==> config.mk <==
export PLATFORM = sky130hd
export DESIGN_NAME = axi_lite_regbank
export DESIGN_NICKNAME = d
export VERILOG_FILES = /design/src/rtl/axi_regbank_pkg.sv /design/src/rtl/axi_lite_regbank.sv
export SDC_FILE = /design/constraint.sdc
export NUM_CORES = 1
export LEC_CHECK = 0
export CAP_MARGIN = 20
export CELL_PAD_IN_SITES_DETAIL_PLACEMENT = 0
export CELL_PAD_IN_SITES_GLOBAL_PLACEMENT = 1
export CORE_AREA = 2 2 450 452
export CTS_BUF_LIST = sky130_fd_sc_hd__clkbuf_8 sky130_fd_sc_hd__clkbuf_16
export CTS_CLUSTER_DIAMETER = 80
export DETAILED_ROUTE_END_ITERATION = 10
export DIE_AREA = 0 0 452 454
export GPL_ROUTABILITY_DRIVEN = 0
export PLACE_DENSITY_LB_ADDON = 0.1
export SLEW_MARGIN = 20
export SYNTH_ARGS = -nofsm -noshare
export SYNTH_HDL_FRONTEND = slang
export SYNTH_SLANG_ARGS = --single-unit
==> constraint.sdc <==
create_clock -name S_AXI_ACLK -period 6.91 [get_ports S_AXI_ACLK]
set_input_delay 0.691 -clock S_AXI_ACLK [delete_from_list [all_inputs] [get_ports S_AXI_ACLK]]
set_output_delay 0.691 -clock S_AXI_ACLK [all_outputs]
set_load 0.02 [all_outputs]
==> src/rtl/axi_regbank_pkg.sv <==
// Shared types and constants for the AXI4-Lite register bank.
package axi_regbank_pkg;

    typedef enum logic [1:0] {
        OKAY   = 2'b00,
        SLVERR = 2'b10
    } resp_t;

    typedef enum logic {WR_IDLE, WR_RESP} wr_state_t;
    typedef enum logic {RD_IDLE, RD_DATA} rd_state_t;

    localparam logic [31:0] REGBANK_ID = 32'hdeadbeef;

    // Byte-offset bits below the register index in an AXI address.
    function automatic int unsigned addr_lsb(input int unsigned data_width);
        return $clog2(data_width / 8);
    endfunction

endpackage

==> src/rtl/axi_lite_regbank.sv <==
// Parametrised AXI4-Lite slave register bank with RO masking, access pulses and SLVERR decode.
// Optional macro AXI_REGBANK_ID_EN: registers 0/1 become read-only ID and geometry words.
module axi_lite_regbank
    import axi_regbank_pkg::*;
#(
    parameter int unsigned                     DATA_WIDTH  = 32,
    parameter int unsigned                     NUM_REGS    = 16,
    parameter int unsigned                     ADDR_WIDTH  = 6,
    parameter logic [NUM_REGS-1:0]             RO_MASK     = '0,
    parameter logic [NUM_REGS*DATA_WIDTH-1:0]  RESET_VALUE = '0
) (
    input  logic                           S_AXI_ACLK,
    input  logic                           S_AXI_ARESETN,
    input  logic [ADDR_WIDTH-1:0]          S_AXI_AWADDR,
    input  logic [2:0]                     S_AXI_AWPROT,
    input  logic                           S_AXI_AWVALID,
    output logic                           S_AXI_AWREADY,
    input  logic [DATA_WIDTH-1:0]          S_AXI_WDATA,
    input  logic [DATA_WIDTH/8-1:0]        S_AXI_WSTRB,
    input  logic                           S_AXI_WVALID,
    output logic                           S_AXI_WREADY,
    output logic [1:0]                     S_AXI_BRESP,
    output logic                           S_AXI_BVALID,
    input  logic                           S_AXI_BREADY,
    input  logic [ADDR_WIDTH-1:0]          S_AXI_ARADDR,
    input  logic [2:0]                     S_AXI_ARPROT,
    input  logic                           S_AXI_ARVALID,
    output logic                           S_AXI_ARREADY,
    output logic [DATA_WIDTH-1:0]          S_AXI_RDATA,
    output logic [1:0]                     S_AXI_RRESP,
    output logic                           S_AXI_RVALID,
    input  logic                           S_AXI_RREADY,
    output logic [NUM_REGS*DATA_WIDTH-1:0] slv_reg,
    input  logic [NUM_REGS*DATA_WIDTH-1:0] slv_read,
    output logic [NUM_REGS-1:0]            wr_pulse,
    output logic [NUM_REGS-1:0]            rd_pulse
);

    localparam int unsigned LSB    = addr_lsb(DATA_WIDTH);
    localparam int unsigned IDX_W  = ADDR_WIDTH - LSB;
    localparam int unsigned STRB_W = DATA_WIDTH / 8;

    wr_state_t wr_state, wr_state_next;
    rd_state_t rd_state, rd_state_next;

    logic                  ready_en;
    logic                  aw_held, w_held, ar_held;
    logic [IDX_W-1:0]      aw_idx, ar_idx;
    logic [DATA_WIDTH-1:0] w_data;
    logic [STRB_W-1:0]     w_strb;
    logic                  commit, capture, aw_hit, ar_hit;
    logic [DATA_WIDTH-1:0] regs [NUM_REGS];
    logic [DATA_WIDTH-1:0] rd_val [NUM_REGS];
    logic [DATA_WIDTH-1:0] cur_val, merged, rd_sel;
    logic [NUM_REGS-1:0]   ro_eff;
    resp_t                 bresp_q, rresp_q;
    logic                  unused_bits;

    assign unused_bits = ^{S_AXI_AWPROT, S_AXI_ARPROT, S_AXI_AWADDR[LSB-1:0], S_AXI_ARADDR[LSB-1:0]};
    assign aw_hit      = 32'(aw_idx) < NUM_REGS;
    assign ar_hit      = 32'(ar_idx) < NUM_REGS;
    assign S_AXI_BRESP = bresp_q;
    assign S_AXI_RRESP = rresp_q;

`ifdef AXI_REGBANK_ID_EN
    assign ro_eff = RO_MASK | NUM_REGS'(2'b11);
    always_comb begin
        for (int unsigned i = 0; i < NUM_REGS; i++)
            rd_val[i] = slv_read[i*DATA_WIDTH +: DATA_WIDTH];
        rd_val[0] = DATA_WIDTH'(REGBANK_ID);
        rd_val[1] = DATA_WIDTH'({16'(NUM_REGS), 16'(DATA_WIDTH)});
    end
`else
    assign ro_eff = RO_MASK;
    always_comb begin
        for (int unsigned i = 0; i < NUM_REGS; i++)
            rd_val[i] = slv_read[i*DATA_WIDTH +: DATA_WIDTH];
    end
`endif

    for (genvar i = 0; i < NUM_REGS; i++) begin : g_out
        assign slv_reg[i*DATA_WIDTH +: DATA_WIDTH] = regs[i];
    end

    // ---------------- write channel ----------------
    always_ff @(posedge S_AXI_ACLK or negedge S_AXI_ARESETN) begin
        if (!S_AXI_ARESETN) wr_state <= WR_IDLE;
        else                wr_state <= wr_state_next;
    end

    always_comb begin
        wr_state_next = wr_state;
        S_AXI_AWREADY = 1'b0;
        S_AXI_WREADY  = 1'b0;
        S_AXI_BVALID  = 1'b0;
        commit        = 1'b0;
        case (wr_state)
            WR_IDLE: begin
                S_AXI_AWREADY = ready_en && !aw_held;
                S_AXI_WREADY  = ready_en && !w_held;
                if (aw_held && w_held) begin
                    commit        = 1'b1;
                    wr_state_next = WR_RESP;
                end
            end
            WR_RESP: begin
                S_AXI_BVALID = 1'b1;
                if (S_AXI_BREADY) wr_state_next = WR_IDLE;
            end
            default: wr_state_next = WR_IDLE;
        endcase
    end

    always_comb begin
        cur_val = '0;
        for (int unsigned i = 0; i < NUM_REGS; i++)
            if (32'(aw_idx) == i) cur_val = regs[i];
    end

    for (genvar b = 0; b < STRB_W; b++) begin : g_merge
        assign merged[b*8 +: 8] = w_strb[b] ? w_data[b*8 +: 8] : cur_val[b*8 +: 8];
    end

    always_ff @(posedge S_AXI_ACLK or negedge S_AXI_ARESETN) begin
        if (!S_AXI_ARESETN) begin
            ready_en <= 1'b0;
            aw_held  <= 1'b0;
            w_held   <= 1'b0;
            aw_idx   <= '0;
            w_data   <= '0;
            w_strb   <= '0;
            bresp_q  <= OKAY;
            wr_pulse <= '0;
            for (int unsigned i = 0; i < NUM_REGS; i++)
                regs[i] <= RESET_VALUE[i*DATA_WIDTH +: DATA_WIDTH];
        end else begin
            ready_en <= 1'b1;
            wr_pulse <= '0;
            if (S_AXI_AWVALID && S_AXI_AWREADY) begin
                aw_held <= 1'b1;
                aw_idx  <= S_AXI_AWADDR[ADDR_WIDTH-1:LSB];
            end
            if (S_AXI_WVALID && S_AXI_WREADY) begin
                w_held <= 1'b1;
                w_data <= S_AXI_WDATA;
                w_strb <= S_AXI_WSTRB;
            end
            if (commit) begin
                aw_held <= 1'b0;
                w_held  <= 1'b0;
                bresp_q <= aw_hit ? OKAY : SLVERR;
                for (int unsigned i = 0; i < NUM_REGS; i++) begin
                    if (32'(aw_idx) == i && !ro_eff[i]) begin
                        regs[i]     <= merged;
                        wr_pulse[i] <= 1'b1;
                    end
                end
            end
        end
    end

    // ---------------- read channel ----------------
    // The address is latched first and data captured on the following edge,
    // mirroring the write path's one-cycle handshake-to-response latency.
    always_ff @(posedge S_AXI_ACLK or negedge S_AXI_ARESETN) begin
        if (!S_AXI_ARESETN) rd_state <= RD_IDLE;
        else                rd_state <= rd_state_next;
    end

    always_comb begin
        rd_state_next = rd_state;
        S_AXI_ARREADY = 1'b0;
        S_AXI_RVALID  = 1'b0;
        capture       = 1'b0;
        case (rd_state)
            RD_IDLE: begin
                S_AXI_ARREADY = ready_en && !ar_held;
                if (ar_held) begin
                    capture       = 1'b1;
                    rd_state_next = RD_DATA;
                end
            end
            RD_DATA: begin
                S_AXI_RVALID = 1'b1;
                if (S_AXI_RREADY) rd_state_next = RD_IDLE;
            end
            default: rd_state_next = RD_IDLE;
        endcase
    end

    always_comb begin
        rd_sel = '0;
        for (int unsigned i = 0; i < NUM_REGS; i++)
            if (32'(ar_idx) == i) rd_sel = rd_val[i];
    end

    always_ff @(posedge S_AXI_ACLK or negedge S_AXI_ARESETN) begin
        if (!S_AXI_ARESETN) begin
            ar_held     <= 1'b0;
            ar_idx      <= '0;
            S_AXI_RDATA <= '0;
            rresp_q     <= OKAY;
            rd_pulse    <= '0;
        end else begin
            rd_pulse <= '0;
            if (S_AXI_ARVALID && S_AXI_ARREADY) begin
                ar_held <= 1'b1;
                ar_idx  <= S_AXI_ARADDR[ADDR_WIDTH-1:LSB];
            end
            if (capture) begin
                ar_held     <= 1'b0;
                S_AXI_RDATA <= ar_hit ? rd_sel : '0;
                rresp_q     <= ar_hit ? OKAY : SLVERR;
                for (int unsigned i = 0; i < NUM_REGS; i++)
                    if (32'(ar_idx) == i) rd_pulse[i] <= 1'b1;
            end
        end
    end

endmodule

==> impl_metrics.ini, run 1 <==
[synthesis]
synth_flop_cell = dfrtp_1
synth_top_area_cell = dfrtp_1
ys_warn_count = 0
synth_cell_types = 88
synth_area_leaders = dfrtp_1, mux2_2, o21ai_0
syn_avg_cell_area_um2 = 9.53
synthCells = 3585
syn-cell-area_um2 = 34200
ys_seq_elements = 626
synth_edf_count = 0
seq_area_frac_synth_pct = 45.9
async_flop_share_pct = 100
synth_top_cell_area_share_pct = 45.9

[status]
status = completed

[critical_path]
crit_path_max_fanout = 59
slowest_stage = o21bai_1
start_kind = register
endpoint_kind = register
critPathBufInv = 2
cpLargestDelayFamily = compound AO/OA/AOI/OAI gates
required_ps = 7470
path_cells = buf_4, and2_1, buf_4, nand2_1, o211ai_1, o21ai_0, o21bai_1, o21ai_0
crit_path_max_incr_delay_ps = 840
critical_path_class = reg2reg
critPathArrivalTime_ps = 4960

[power]
power_density_nw_per_um2 = 527
leakagePower_uw = 0.0209
ir_drop_mv = 0.240
total_power_uw = 27400

[finish]
nets = 5198
multi_input_area_um2 = 16800
area_growth_pct = 52.3
layout_common_cells = clkdlybuf4s50_1, dfrtp_1, o21ai_0, nand2_1, mux2_2
nFillCells = 21706
drive_gt1_share_pct = 14.2
design_area_um2 = 52000
register_area_um2 = 15700
final_common_cell = clkdlybuf4s50_1
largest_reg_flops = 512

[detailed_routing]
vias_per_cell = 4.69
vias = 34786
drt_iter0_markers = 2800
dr.pass1.iters = 8
drc = 0
drt-wirelength-per-cell_um = 35.0
postRouteAntennaNets = 0
routed_wl_mm = 259

[floorplanning]
die_area_um2 = 205000
dieHeight_um = 454
die_w_um = 452
rows = 165
start_util_pct = 17.0
io_pins = 1158
core_um2 = 201000

[timing]
worstMarginPinSlew_ps = 1130
fin_crit_sh_pct = 63.7
rsz0062_at_grt = no
tns_ps = 0
timing.hold.ws_ps = 496
post-route-min-period_ps = 4400
finalMaxSlewViolations = 0
setup-violations-final = 0
finalClockSkew_ps = 55.5
hold_viol = 0
fmax_mhz = 227
slew-limit-headroom_pct = 24.7

[grt]
grtUsageTotal_pct = 24.4
first_global_vias = 34806
antenna_found_initial = 65
grt_max_degree = 127
overflow = 0
grt_pass1_wl_mm = 340

[cts]
clk_pin_slew_ps = 60
clockBufferDepth = 3
clkLatencyLatePin_ps = 740
cts_root_buffer = clkbuf_16
ctsResizeCount = 0
cts_setup_buffers = 0
cts_tree = built
htree_levels = 3
ctsHoldBuffers = 1
clock_sinks = 626
cts-buffers-inserted = 96

[placed_design]
portBuffers = 1143
dp.final_hpwl_mm = 199
placed_area_um2 = 48600

[run]
max-cap-violations = 0

[min_path]
hold_path_class = reg2reg
-- routing by layer --
metal / global-route usage (%) / vias up / share of wire [%]
met5: 0 / - / 0.025
met4: 9.83 / 10 / 4.4
met3: 5.28 / 311 / 6.1
met2: 43.7 / 1358 / 51
met1: 27.9 / 17834 / 39
li1: - / 15273 / -
-- final cells by class --
type | instances | area share, %
Inverter | 52 | 0.375
Antenna cell | 38 | 0.183
Tap cell | 2672 | 6.43
Sequential cell | 626 | 30.2
Timing Repair Buffer | 1276 | 24.1
Multi-Input combinational cell | 2573 | 32.4
Clock buffer | 118 | 5.24
Clock inverter | 55 | 1.11
-- logic make-up after synthesis --
group | share of synthesized area [%]
mux | 13.6
buf+inv | 5.25
flops | 45.9
other cells | 0.0220
compound gates | 23.3
simple gates | 11.9
-- power by group --
| part | internal, µW | total [µW] | switching [µW] | leakage, µW |
|---|---|---|---|---|
| sequential | 4930 | 6580 | 1650 | 0.00836 |
| combinational | 5420 | 15700 | 10200 | 0.0109 |
| clock | 3030 | 5160 | 2130 | 0.00166 |
-- tightest hold or removal path, stage by stage (launching register included) --
cell and delay, ps:
dfrtp_1 340, a21oi_1 60, o21ai_0 60
-- per-stage QoR --
stage,utilization (%),cells,setup WS (ps)
finish,25.9,7410,2510
global route,25.9,7395,2250
CTS,25.8,7372,2490
detailed placement,24.2,7198,2540
global placement,24.2,7197,2590
floorplan,-,3588,4670
-- worst paths after layout --
path	from	endpoint	slack, ps	cells past startpoint
setup / recovery	aw_idx[0]	slv_reg[339]	2510	8
hold / removal	S_AXI_RDATA[15]	S_AXI_RDATA[15]	500	2
setup reg to reg	aw_idx[0]	slv_reg[339]	2510	8
hold reg to reg	S_AXI_RDATA[15]	S_AXI_RDATA[15]	500	2
max in group asynchronous	S_AXI_ARESETN	slv_reg[157]	4910	3
min in group asynchronous	S_AXI_ARESETN	S_AXI_RDATA[16]	610	2
-- synth_stat cells, types with 20 or more instances --
cell,n
a211oi_1,42
a21oi_1,240
a221o_1,25
a221oi_1,31
a22o_1,24
a22oi_1,40
a2bb2oi_1,26
a31oi_1,26
and3_1,20
buf_2,106
buf_4,25
clkbuf_1,174
dfrtp_1,626
inv_1,38
mux2_2,268
mux2i_1,100
mux4_2,28
nand2_1,454
nand2b_1,34
nand3_1,24
nor2_1,238
nor2b_1,42
o21ai_0,490
o221ai_1,52
o22ai_1,57
o2bb2ai_1,20
o31ai_1,21
(Power assumes the default switching activity.)
==> inputs of run 2 (changes only) <==
Settings changed: CORE_AREA 2 2 450 452 to 2 2 455 457, DIE_AREA 0 0 452 454 to 0 0 457 459.
Clock period 6.91 ns to 4.6 ns, I/O delays scaled along.
==> impl_metrics.ini, run 2 (synthesis results as in run 1) <==
[timing]
slew-limit-headroom_pct = 27.3
finalClockSkew_ps = 25.4
finalMaxSlewViolations = 0
post-route-min-period_ps = 3790
fin_crit_sh_pct = 82.5
setup-violations-final = 0
hold_viol = 0
setup_ws_ps = 807
fmax_mhz = 264
rsz0062_at_grt = no
tns_ps = 0
worstMarginPinSlew_ps = 1090

[floorplanning]
dieHeight_um = 459
die_w_um = 457
core_um2 = 206000
start_util_pct = 16.6
rows = 167
io_pins = 1158
die_area_um2 = 210000

[finish]
largest_reg_flops = 512
nets = 5268
drive_gt1_share_pct = 15.2
register_area_um2 = 15700
design_area_um2 = 52500
nFillCells = 22135
multi_input_area_um2 = 16800
layout.cells.non_filler = 7510
final_common_cell = clkdlybuf4s50_1
area_growth_pct = 53.8
layout_common_cells = clkdlybuf4s50_1, dfrtp_1, o21ai_0, nand2_1, mux2_2

[placed_design]
dp.final_hpwl_mm = 212
placed_area_um2 = 49200
portBuffers = 1143
dp_cells = 7305
place_ws_ps = 806

[detailed_routing]
dr.pass1.iters = 7
drt_iter0_markers = 2669
vias = 35135
drt-wirelength-per-cell_um = 35.5
vias_per_cell = 4.68
routed_wl_mm = 266
postRouteAntennaNets = 0
drc = 0

[critical_path]
critPathArrivalTime_ps = 4440
start_kind = register
crit_path_max_fanout = 39
endpoint_kind = register
critical_path_class = reg2reg
required_ps = 5250

[power]
power_density_nw_per_um2 = 795
ir_drop_mv = 0.286
leakagePower_uw = 0.0212

[grt]
grt_max_degree = 134
antenna_found_initial = 78
grtUsageTotal_pct = 24.6
overflow = 0
first_global_vias = 35399
grt_pass1_wl_mm = 351

[run]
max-cap-violations = 0

[cts]
clockBufferDepth = 3
cts-buffers-inserted = 91
clkLatencyLatePin_ps = 720
cts_tree = built
ctsHoldBuffers = 1
cts_root_buffer = clkbuf_16
ctsResizeCount = 0
htree_levels = 3
clock_sinks = 626
clk_pin_slew_ps = 60
cts_setup_buffers = 0

[status]
status = completed

[min_path]
hold_path_class = in2reg
[run 2: changes by cell type in the layout (fill, tap and decap cells not counted), moves of 2 or more]
cell	previous run	this run
clkbuf_8	20	18
buf_12	8	13
a31oi_1	23	26
clkbuf_16	98	94
a31oi_2	2	0
bufinv_16	6	10
diode_2	38	36
inv_1	47	52
clkinvlp_4	7	4
clkinv_16	5	1
nor2b_1	34	37
nor2b_2	7	4
buf_4	123	194
clkinv_2	18	14
[run 2: final timing paths]
path                       slack, ps           start              to  cells past startpoint
min in group asynchronous        360   S_AXI_ARESETN        wr_state                      2
min                              300    S_AXI_BREADY        wr_state                      2
max                              810       aw_idx[1]    slv_reg[138]                      7
max in group asynchronous       2910   S_AXI_ARESETN    slv_reg[506]                      3
max reg2reg                      810       aw_idx[1]    slv_reg[138]                      7
min reg2reg                      490  S_AXI_RDATA[6]  S_AXI_RDATA[6]                      2
[run 2: layout make-up]
type	count	share of cell area [%]
clock inverter	56	1.14
antenna	36	0.172
tap	2704	6.44
sequential	626	29.9
clock buffer	112	4.95
inverter	52	0.372
timing repair buffer	1351	25.1
multi-input combinational	2573	32.0
[run 2: where the power goes]
part           internal (µW)  total [µW]  switching (µW)
clock                   4570        7660            3080
combinational           8580       24100           15500
sequential              7400       10000            2620
total                  20600       41800           21200
[run 2: stage by stage]
| step | total power, µW | util, % | hold slack, ps |
|---|---|---|---|
| after floorplan | 20500 | - | 164 |
| after CTS | 42200 | 25.5 | 236 |
| after global placement | 34300 | 23.9 | 465 |
| after global routing | 43600 | 25.5 | 306 |
| final | 41800 | 25.5 | 303 |
| after detailed placement | 34200 | 23.9 | 461 |
[run 2: per-layer routing]
metal  vias to the layer above  GRT usage [%]  part of all wire (%)
met2                      1439           42.9                    50
li1                      15425              -                     -
met4                        12           12.3                   5.3
met1                     17885           28.2                    39
met5                         -              0                 0.026
met3                       374           5.60                   6.2
[run 2: worst max-delay path, stage by stage, from the launching register on]
cell and delay, ps:
dfrtp_4 670, nand2b_2 590, buf_4 370, nor2_1 510, a222oi_1 180, a31oi_1 330, o31a_1 720, mux2_2 290
